## config.mk

```make
export PLATFORM = sky130hd
export DESIGN_NAME = machine_ram_arbiter
export DESIGN_NICKNAME = d
export VERILOG_FILES = /design/src/rtl/machine_ram_arbiter.sv
export SDC_FILE = /design/constraint.sdc
export NUM_CORES = 1
export LEC_CHECK = 0
export BUFFER_PORTS_ARGS = -buffer_cell sky130_fd_sc_hd__buf_2
export CELL_PAD_IN_SITES_DETAIL_PLACEMENT = 0
export CELL_PAD_IN_SITES_GLOBAL_PLACEMENT = 1
export CORE_AREA = 2 2 199 201
export CTS_CLUSTER_DIAMETER = 120
export DETAILED_ROUTE_END_ITERATION = 12
export DIE_AREA = 0 0 201 203
export PLACE_DENSITY_LB_ADDON = 0.1
export SLEW_MARGIN = 20
export SYNTH_ARGS = -nofsm -noshare
export SYNTH_HDL_FRONTEND = slang
export SYNTH_SLANG_ARGS = --single-unit
```

## constraint.sdc

```tcl
create_clock -name system1000 -period 1.94 [get_ports system1000]
set_clock_uncertainty 0.2 [all_clocks]
set_input_delay 0.388 -clock system1000 [delete_from_list [all_inputs] [get_ports system1000]]
set_output_delay 0.388 -clock system1000 [all_outputs]
set_load 0.02 [all_outputs]
```

## src/rtl/machine_ram_arbiter.sv

```systemverilog
`default_nettype none
// +----------------------------------------------------------------------------+
// | Module      : machine_ram_arbiter                                          |
// | Description : Two-port round-robin arbiter with bounded locking in front   |
// |               of the 80 x 64 Machine block RAM; routes 1-cycle read data   |
// |               back to the issuing port. Optional macro                     |
// |               MACHINE_RAM_ARB_STATS_EN adds grant/conflict counters.       |
// | Revision    : 1.0 - initial release                                        |
// +----------------------------------------------------------------------------+
module machine_ram_arbiter #(
    parameter int DEPTH    = 80,
    parameter int ADDR_W   = 30,
    parameter int DATA_W   = 64,
    parameter int LOCK_MAX = 4
) (
    input  logic              system1000,
    input  logic              system1000_rst,
    input  logic              p0_valid,
    output logic              p0_ready,
    input  logic              p0_we,
    input  logic              p0_lock,
    input  logic [ADDR_W-1:0] p0_addr,
    input  logic [DATA_W-1:0] p0_wdata,
    output logic              p0_rsp_valid,
    output logic              p0_rsp_err,
    output logic [DATA_W-1:0] p0_rsp_data,
    input  logic              p1_valid,
    output logic              p1_ready,
    input  logic              p1_we,
    input  logic              p1_lock,
    input  logic [ADDR_W-1:0] p1_addr,
    input  logic [DATA_W-1:0] p1_wdata,
    output logic              p1_rsp_valid,
    output logic              p1_rsp_err,
    output logic [DATA_W-1:0] p1_rsp_data,
`ifdef MACHINE_RAM_ARB_STATS_EN
    output logic [31:0]       stat_grants0,
    output logic [31:0]       stat_grants1,
    output logic [31:0]       stat_conflicts,
`endif
    output logic [ADDR_W-1:0] ram_raddr,
    output logic              ram_we,
    output logic [ADDR_W-1:0] ram_waddr,
    output logic [DATA_W-1:0] ram_wdata,
    input  logic [DATA_W-1:0] ram_rdata
);

    localparam int c_CNT_W = $clog2(LOCK_MAX + 1);

    logic               r_rr_ptr;
    logic               r_lock_active;
    logic               r_lock_owner;
    logic [c_CNT_W-1:0] r_lock_cnt;
    logic               r_tag_valid;
    logic               r_tag_port;
    logic               r_tag_err;
    logic [ADDR_W-1:0]  r_raddr;

    logic               w_any;
    logic               w_gnt;
    logic               w_sel_we;
    logic               w_sel_lock;
    logic [ADDR_W-1:0]  w_sel_addr;
    logic [DATA_W-1:0]  w_sel_wdata;
    logic               w_in_range;
    logic               w_rd;
    logic               w_wr;
    logic [c_CNT_W-1:0] w_run;
    logic               w_rsp_ok;

    // Nothing is accepted while reset is held, so reset leaves no side effects.
    always_comb begin
        w_any = (p0_valid | p1_valid) & ~system1000_rst;
        if (p0_valid & p1_valid) begin
            w_gnt = r_lock_active ? r_lock_owner : r_rr_ptr;
        end else begin
            w_gnt = p1_valid;
        end
        w_sel_we    = w_gnt ? p1_we    : p0_we;
        w_sel_lock  = w_gnt ? p1_lock  : p0_lock;
        w_sel_addr  = w_gnt ? p1_addr  : p0_addr;
        w_sel_wdata = w_gnt ? p1_wdata : p0_wdata;
        w_in_range  = (w_sel_addr < ADDR_W'(DEPTH));
        w_rd        = w_any & ~w_sel_we;
        w_wr        = w_any & w_sel_we;
        // Length of the locked run including this grant.
        if (r_lock_active && (r_lock_owner == w_gnt)) begin
            w_run = r_lock_cnt + c_CNT_W'(1);
        end else begin
            w_run = c_CNT_W'(1);
        end
    end

    assign p0_ready  = w_any & ~w_gnt & p0_valid;
    assign p1_ready  = w_any &  w_gnt & p1_valid;
    assign ram_we    = w_wr & w_in_range;
    assign ram_waddr = w_sel_addr;
    assign ram_wdata = w_sel_wdata;
    assign ram_raddr = w_rd ? w_sel_addr : r_raddr;

    always_ff @(posedge system1000) begin
        if (system1000_rst) begin
            r_rr_ptr      <= 1'b0;
            r_lock_active <= 1'b0;
            r_lock_owner  <= 1'b0;
            r_lock_cnt    <= '0;
            r_tag_valid   <= 1'b0;
            r_tag_port    <= 1'b0;
            r_tag_err     <= 1'b0;
            r_raddr       <= '0;
        end else begin
            if (w_any) begin
                r_rr_ptr <= ~w_gnt;
            end
            // Reaching LOCK_MAX drops the lock; rr_ptr already favours the other port.
            if (w_any && w_sel_lock && (w_run < c_CNT_W'(LOCK_MAX))) begin
                r_lock_active <= 1'b1;
                r_lock_owner  <= w_gnt;
                r_lock_cnt    <= w_run;
            end else begin
                r_lock_active <= 1'b0;
                r_lock_cnt    <= '0;
            end
            r_tag_valid <= w_rd;
            r_tag_port  <= w_gnt;
            r_tag_err   <= ~w_in_range;
            if (w_rd) begin
                r_raddr <= w_sel_addr;
            end
        end
    end

    // A tag in flight when reset arrives never surfaces as a response.
    assign w_rsp_ok     = r_tag_valid & ~r_tag_err & ~system1000_rst;
    assign p0_rsp_valid = r_tag_valid & ~r_tag_port & ~system1000_rst;
    assign p1_rsp_valid = r_tag_valid &  r_tag_port & ~system1000_rst;
    assign p0_rsp_err   = p0_rsp_valid & r_tag_err;
    assign p1_rsp_err   = p1_rsp_valid & r_tag_err;
    assign p0_rsp_data  = (w_rsp_ok & ~r_tag_port) ? ram_rdata : '0;
    assign p1_rsp_data  = (w_rsp_ok &  r_tag_port) ? ram_rdata : '0;

`ifdef MACHINE_RAM_ARB_STATS_EN
    logic [31:0] r_stat_grants0;
    logic [31:0] r_stat_grants1;
    logic [31:0] r_stat_conflicts;

    always_ff @(posedge system1000) begin
        if (system1000_rst) begin
            r_stat_grants0   <= '0;
            r_stat_grants1   <= '0;
            r_stat_conflicts <= '0;
        end else begin
            if (w_any && !w_gnt && (r_stat_grants0 != '1)) begin
                r_stat_grants0 <= r_stat_grants0 + 32'd1;
            end
            if (w_any && w_gnt && (r_stat_grants1 != '1)) begin
                r_stat_grants1 <= r_stat_grants1 + 32'd1;
            end
            if (p0_valid && p1_valid && (r_stat_conflicts != '1)) begin
                r_stat_conflicts <= r_stat_conflicts + 32'd1;
            end
        end
    end

    assign stat_grants0   = r_stat_grants0;
    assign stat_grants1   = r_stat_grants1;
    assign stat_conflicts = r_stat_conflicts;
`endif

endmodule
`default_nettype wire

```

# After elaboration in Yosys (flattened, before gate mapping)
# Cells that the tools add are included.
[word_totals]
regBits = 39
input_bits = 260
out_inout_bits = 259
elab_cells = 54
[op_classes]
addsub = 1
magnitude_cmp = 2
n_eq_ne = 1
mux = 11
bitwise = 27
n_reduce_logical = 4
[op_table]
columns = ["cell", "count"]
rows = [
  ["two-way mux 64 bit", 3],
  ["two-way mux 30 bit", 2],
  ["less-than comparator 30 x 7 -> 1 bit, second input constant", 1],
  ["AND 1 bit", 19],
  ["inverter 1 bit", 7],
  ["two-way mux 1 bit", 5],
  ["adder 3 x 1 -> 3 bit, second input constant", 1],
  ["logical AND 1 bit", 3],
  ["less-than comparator 3 bit, second input constant", 1],
  ["two-way mux 3 bit", 1],
  ["OR reduction 2 bit", 1],
  ["== test 1 bit", 1],
  ["OR 1 bit", 1],
]

# Logic depth before layout (Yosys ltp)
[logic_depth]
depth_word = 9
ltp_mapped = 6

# Least setup slack after synthesis
# Ideal clock, no wire load.
[synth_path]
kind = "input to output"
from = "in system1000_rst"
to = "out p0_rsp_data[10]"
arrival_ps = 1971
required_time_ps = 1352
path_slack_ps = -619
path_stages = 6
n_path_buf = 3
path_cell_list = "buf_2 nor3b_1 nor2b_1 buf_2 clkbuf_1 and2_1"
[synth_via]
elab_chain_cells = 4
[synth_lines]
columns = ["element", "line", "text"]
rows = [
  ["from (decl)", "17", "input logic system1000_rst,"],
  ["inverter 1 bit", "134", "assign w_rsp_ok = r_tag_valid & ~r_tag_err & ~system1000_rst;"],
  ["AND 1 bit", "134", ""],
  ["AND 1 bit", "139", "assign p0_rsp_data = (w_rsp_ok & ~r_tag_port) ? ram_rdata : '0;"],
  ["two-way mux 64 bit", "139", ""],
  ["to (decl)", "26", "output logic [DATA_W-1:0] p0_rsp_data,"],
]
# No other way between the ends.

# Final worst setup path
[layout_path]
from = "reg r_lock_active"
to = "out ram_wdata[43]"
[layout_via]
elab_chain_cells = 3
[layout_lines]
columns = ["element", "line", "text"]
rows = [
  ["from (decl)", "51", "logic r_lock_active;"],
  ["from (signal assigned)", "104", "r_lock_active <= 1'b0;"],
  ["from (signal assigned)", "117", "r_lock_active <= 1'b1;"],
  ["from (signal assigned)", "121", "r_lock_active <= 1'b0;"],
  ["two-way mux 1 bit", "75", "w_gnt = r_lock_active ? r_lock_owner : r_rr_ptr;"],
  ["two-way mux 1 bit", "74", "if (p0_valid & p1_valid) begin"],
  ["two-way mux 64 bit", "82", "w_sel_wdata = w_gnt ? p1_wdata : p0_wdata;"],
  ["to (decl)", "44", "output logic [DATA_W-1:0] ram_wdata,"],
]
# No other way between the ends.

==> impl_metrics.py <==
metrics = {
    "worst_hold_path": {
        "holdPathStages": 3,
        "hold_start": "system1000_rst",
        "hold_class": "in2reg",
        "hold_end": "r_rr_ptr$_SDFFE_PP0P_",
    },
    "global_routing": {
        "grt_max_degree": 32,
        "antenna_found_initial": 3,
        "grt_usage_pct": 14.36,
        "grt_first_pass_wirelength_mm": 44.42,
        "grt_overflow": 0,
        "grt_pass1_vias": 7051,
    },
    "timing": {
        "hold_violations": 0,
        "fin_crit_sh_pct": 138.2,
        "finalSetupTns_ns": -127.71,
        "slew_viol_final": 0,
        "period_minus_slack_ns": 2.682,
        "rsz0062_at_grt": "yes",
        "setup_viol": 283,
        "max_freq_mhz": 372.9,
        "fin_ws_ns": -0.7420,
        "timing.slew.headroom_pct": 63.65,
        "worst_hold_slack_ns": 0.1856,
        "worst_pin_slew_ns": 0.5452,
    },
    "worst_setup_path": {
        "required_ns": 1.35,
        "cp-end-kind": "output pin",
        "max_stage_delay_ns": 0.34,
        "worst_r2r_path_depth": 7,
        "path_max_fanout": 5,
        "regToRegSetupSlack_ns": -0.15,
        "crit_path_frequent_cell": "buf_12",
        "r2r_start": "r_lock_active$_SDFF_PP0_",
        "cp.arrival_ns": 2.09,
        "path_buf_inv": 5,
        "critPathLaunchType": "flip-flop",
        "timing.rr.end": "r_raddr[12]$_SDFF_PP0_",
        "crit_family": "buffers and inverters",
        "crit_chain": "mux2_4, o21ai_4, buf_12, buf_12, buf_12, clkbuf_16, mux2_4, buf_6",
        "cp_slowest_cell": "dfxtp_2",
        "crit_type": "reg2out",
        "critPathLaunch": "r_lock_active$_SDFF_PP0_",
    },
    "yosys": {
        "async_flop_share_pct": 0,
        "synth_cells": 488,
        "synth_cell_types": 40,
        "postSynthAreaPerCell_um2": 8.730,
        "synth_ff_type": "dfxtp_1",
        "yosysTopAreaCell": "mux2_2",
        "synth_top_area_share_pct": 24.85,
        "yosys-top-cells-area": "mux2_2 (25%), and2_1 (19%), dfxtp_1 (18%)",
        "netlist_area_um2": 4260,
        "synth_edf_count": 0,
        "seq_area_frac_synth_pct": 18.33,
        "yosysWarningCount": 0,
        "synth_fp_nets": 749,
        "synth-seq-cells": 39,
    },
    "clocking": {
        "cts_max_level": 2,
        "cts_buffers": 5,
        "cts_tree": "yes",
        "cts-root-buf": "clkbuf_16",
        "cts_max_path_buffers": 2,
        "cts_num_sinks": 39,
        "clock_latency_ns": 0.29,
        "clk_pin_slew_ns": 0.06,
        "cts_hold_buf": 0,
    },
    "finish": {
        "drive_gt1_share_pct": 93.35,
        "fin_area_um2": 13170,
        "syn_to_final_growth_pct": 209.1,
        "layout_common_cells": "buf_2 (274), buf_6 (264), buf_4 (135)",
        "layout.nets": 1463,
        "layout_commonest_cell": "buf_2",
    },
    "pwr": {
        "peakVddDrop_mv": 0.2878,
        "p_leak_uw": 0.006280,
        "power_density_nw_per_um2": 367.0,
    },
    "die": {
        "initial_core_util_pct": 11.08,
        "design.core.area_um2": 38470,
        "rows": 72,
        "dieArea_um2": 40800,
        "top_level_ports": 519,
        "die_h_um": 203,
        "die_x_um": 201,
    },
    "placed_design": {
        "io_buffers": 518,
        "dp_hpwl_mm": 22.79,
        "place.gp.congestion": 0.7584,
        "post_dp_cell_area_um2": 9325,
    },
    "route": {
        "drcViolationCount": 0,
        "ant_nets": 0,
        "vias_per_cell": 3.852,
        "dr.pass1.iters": 4,
        "wirelength_mm": 31.91,
        "via_count": 6633,
        "drtIter0Drc": 184,
        "wire_per_inst_um": 18.53,
    },
    "job": {
        "drv_cap": 0,
    },
    "run_status": {
        "status": "finished with violations",
        "violations": "negative setup slack",
    },
}
==> worst register-to-register path, stage by stage (launching register included) <==
cell     delay [ns]
dfxtp_2        0.34
mux2_4         0.34
buf_6          0.13
a211o_4        0.37
buf_12         0.19
o22ai_4        0.21
buf_4          0.15
nor3_2         0.03
==> area by class of cell <==
type | count | area, um2
diodes | 1 | 2.502
clock buffers | 6 | 138.9
clock inverters | 2 | 35.03
fillers | 3984 | 25300
inverters | 2 | 7.507
multi-input cells | 405 | 4536
flip-flops and latches | 39 | 788.3
well taps | 518 | 648.1
repair buffers | 749 | 7014
==> registers in the layout, indices dropped and copies added (netlist names) <==
| register | count |
|---|---|
| r_tag_err | 1 |
| r_lock_active | 1 |
| r_tag_valid | 1 |
| r_tag_port | 1 |
| r_raddr | 30 |
| r_lock_owner | 1 |
| r_lock_cnt | 3 |
| r_rr_ptr | 1 |
==> kinds of logic (layout without fill, tap and decap cells) <==
family                     after synthesis  in the layout  share of synthesized area, %
DFF                                     39             39                         18.33
muxes                                   97             97                         25.67
xor gates and xnor gates                 1              1                        0.2056
and+or+nand+nor                        260            260                         37.89
AOI/OAI and AO/OA                       45             45                         11.72
adders and majority gates                1              1                        0.2936
buffers and inverters                   44            759                         5.815
other                                    1              2                       0.08802
==> worst max path at each step <==
stage	cells after the start	slack (ns)	to
CTS	8	-0.83	ram_we
finish	8	-0.74	ram_wdata[43]
detailed placement	8	-1.36	ram_we
global placement	8	-1.36	ram_we
global route	8	-0.80	ram_wdata[43]
floorplan	5	-0.16	ram_waddr[0]
==> per-layer routing <==
layer  global-route usage (%)  share of wire (%)  up-vias
met5                        0                  0        -
met4                    1.931               0.71        0
met3                    2.825                5.6       17
met2                    30.72                 59      295
met1                    14.21                 34     3147
li1                         -                  -     3174
==> synthesized netlist by cell type (3+ instances only) <==
cell	count
buf_2	12
o21ai_0	3
buf_4	12
nor3_2	32
nand4_1	4
mux2_2	94
and2_1	131
nand2b_1	3
nor3_1	31
o22ai_2	29
buf_6	3
nand2_1	3
clkbuf_1	14
dfxtp_1	39
nor2_1	36
nor4_1	11
a211oi_1	3
==> power by group <==
group,internal (uW),switching [uW]
clock network,640,348
logic,1620,1330
registers,862,34.5
total,3120,1710
==> per-stage QoR <==
| step | std cells | total power, uW | utilization (%) | setup WS, ns |
|---|---|---|---|---|
| global placement | 1632 | 3054 | 24.24 | -1.356 |
| CTS | 1717 | 4598 | 32.19 | -0.8269 |
| detailed placement | 1632 | 3048 | 24.24 | -1.355 |
| global route | 1721 | 5101 | 34.23 | -0.8002 |
| floorplan | 488 | 2006 | - | -0.1639 |
| finish | 1722 | 4833 | 34.24 | -0.7420 |
==> repair_timing <==
action,CTS,global route
endpoints found under the setup margin,287,289
resized for setup,469,244
cloned,29,7
buffers inserted,49,27
pin swaps,37,33
Note: power is estimated with default switching activity, not from simulation.
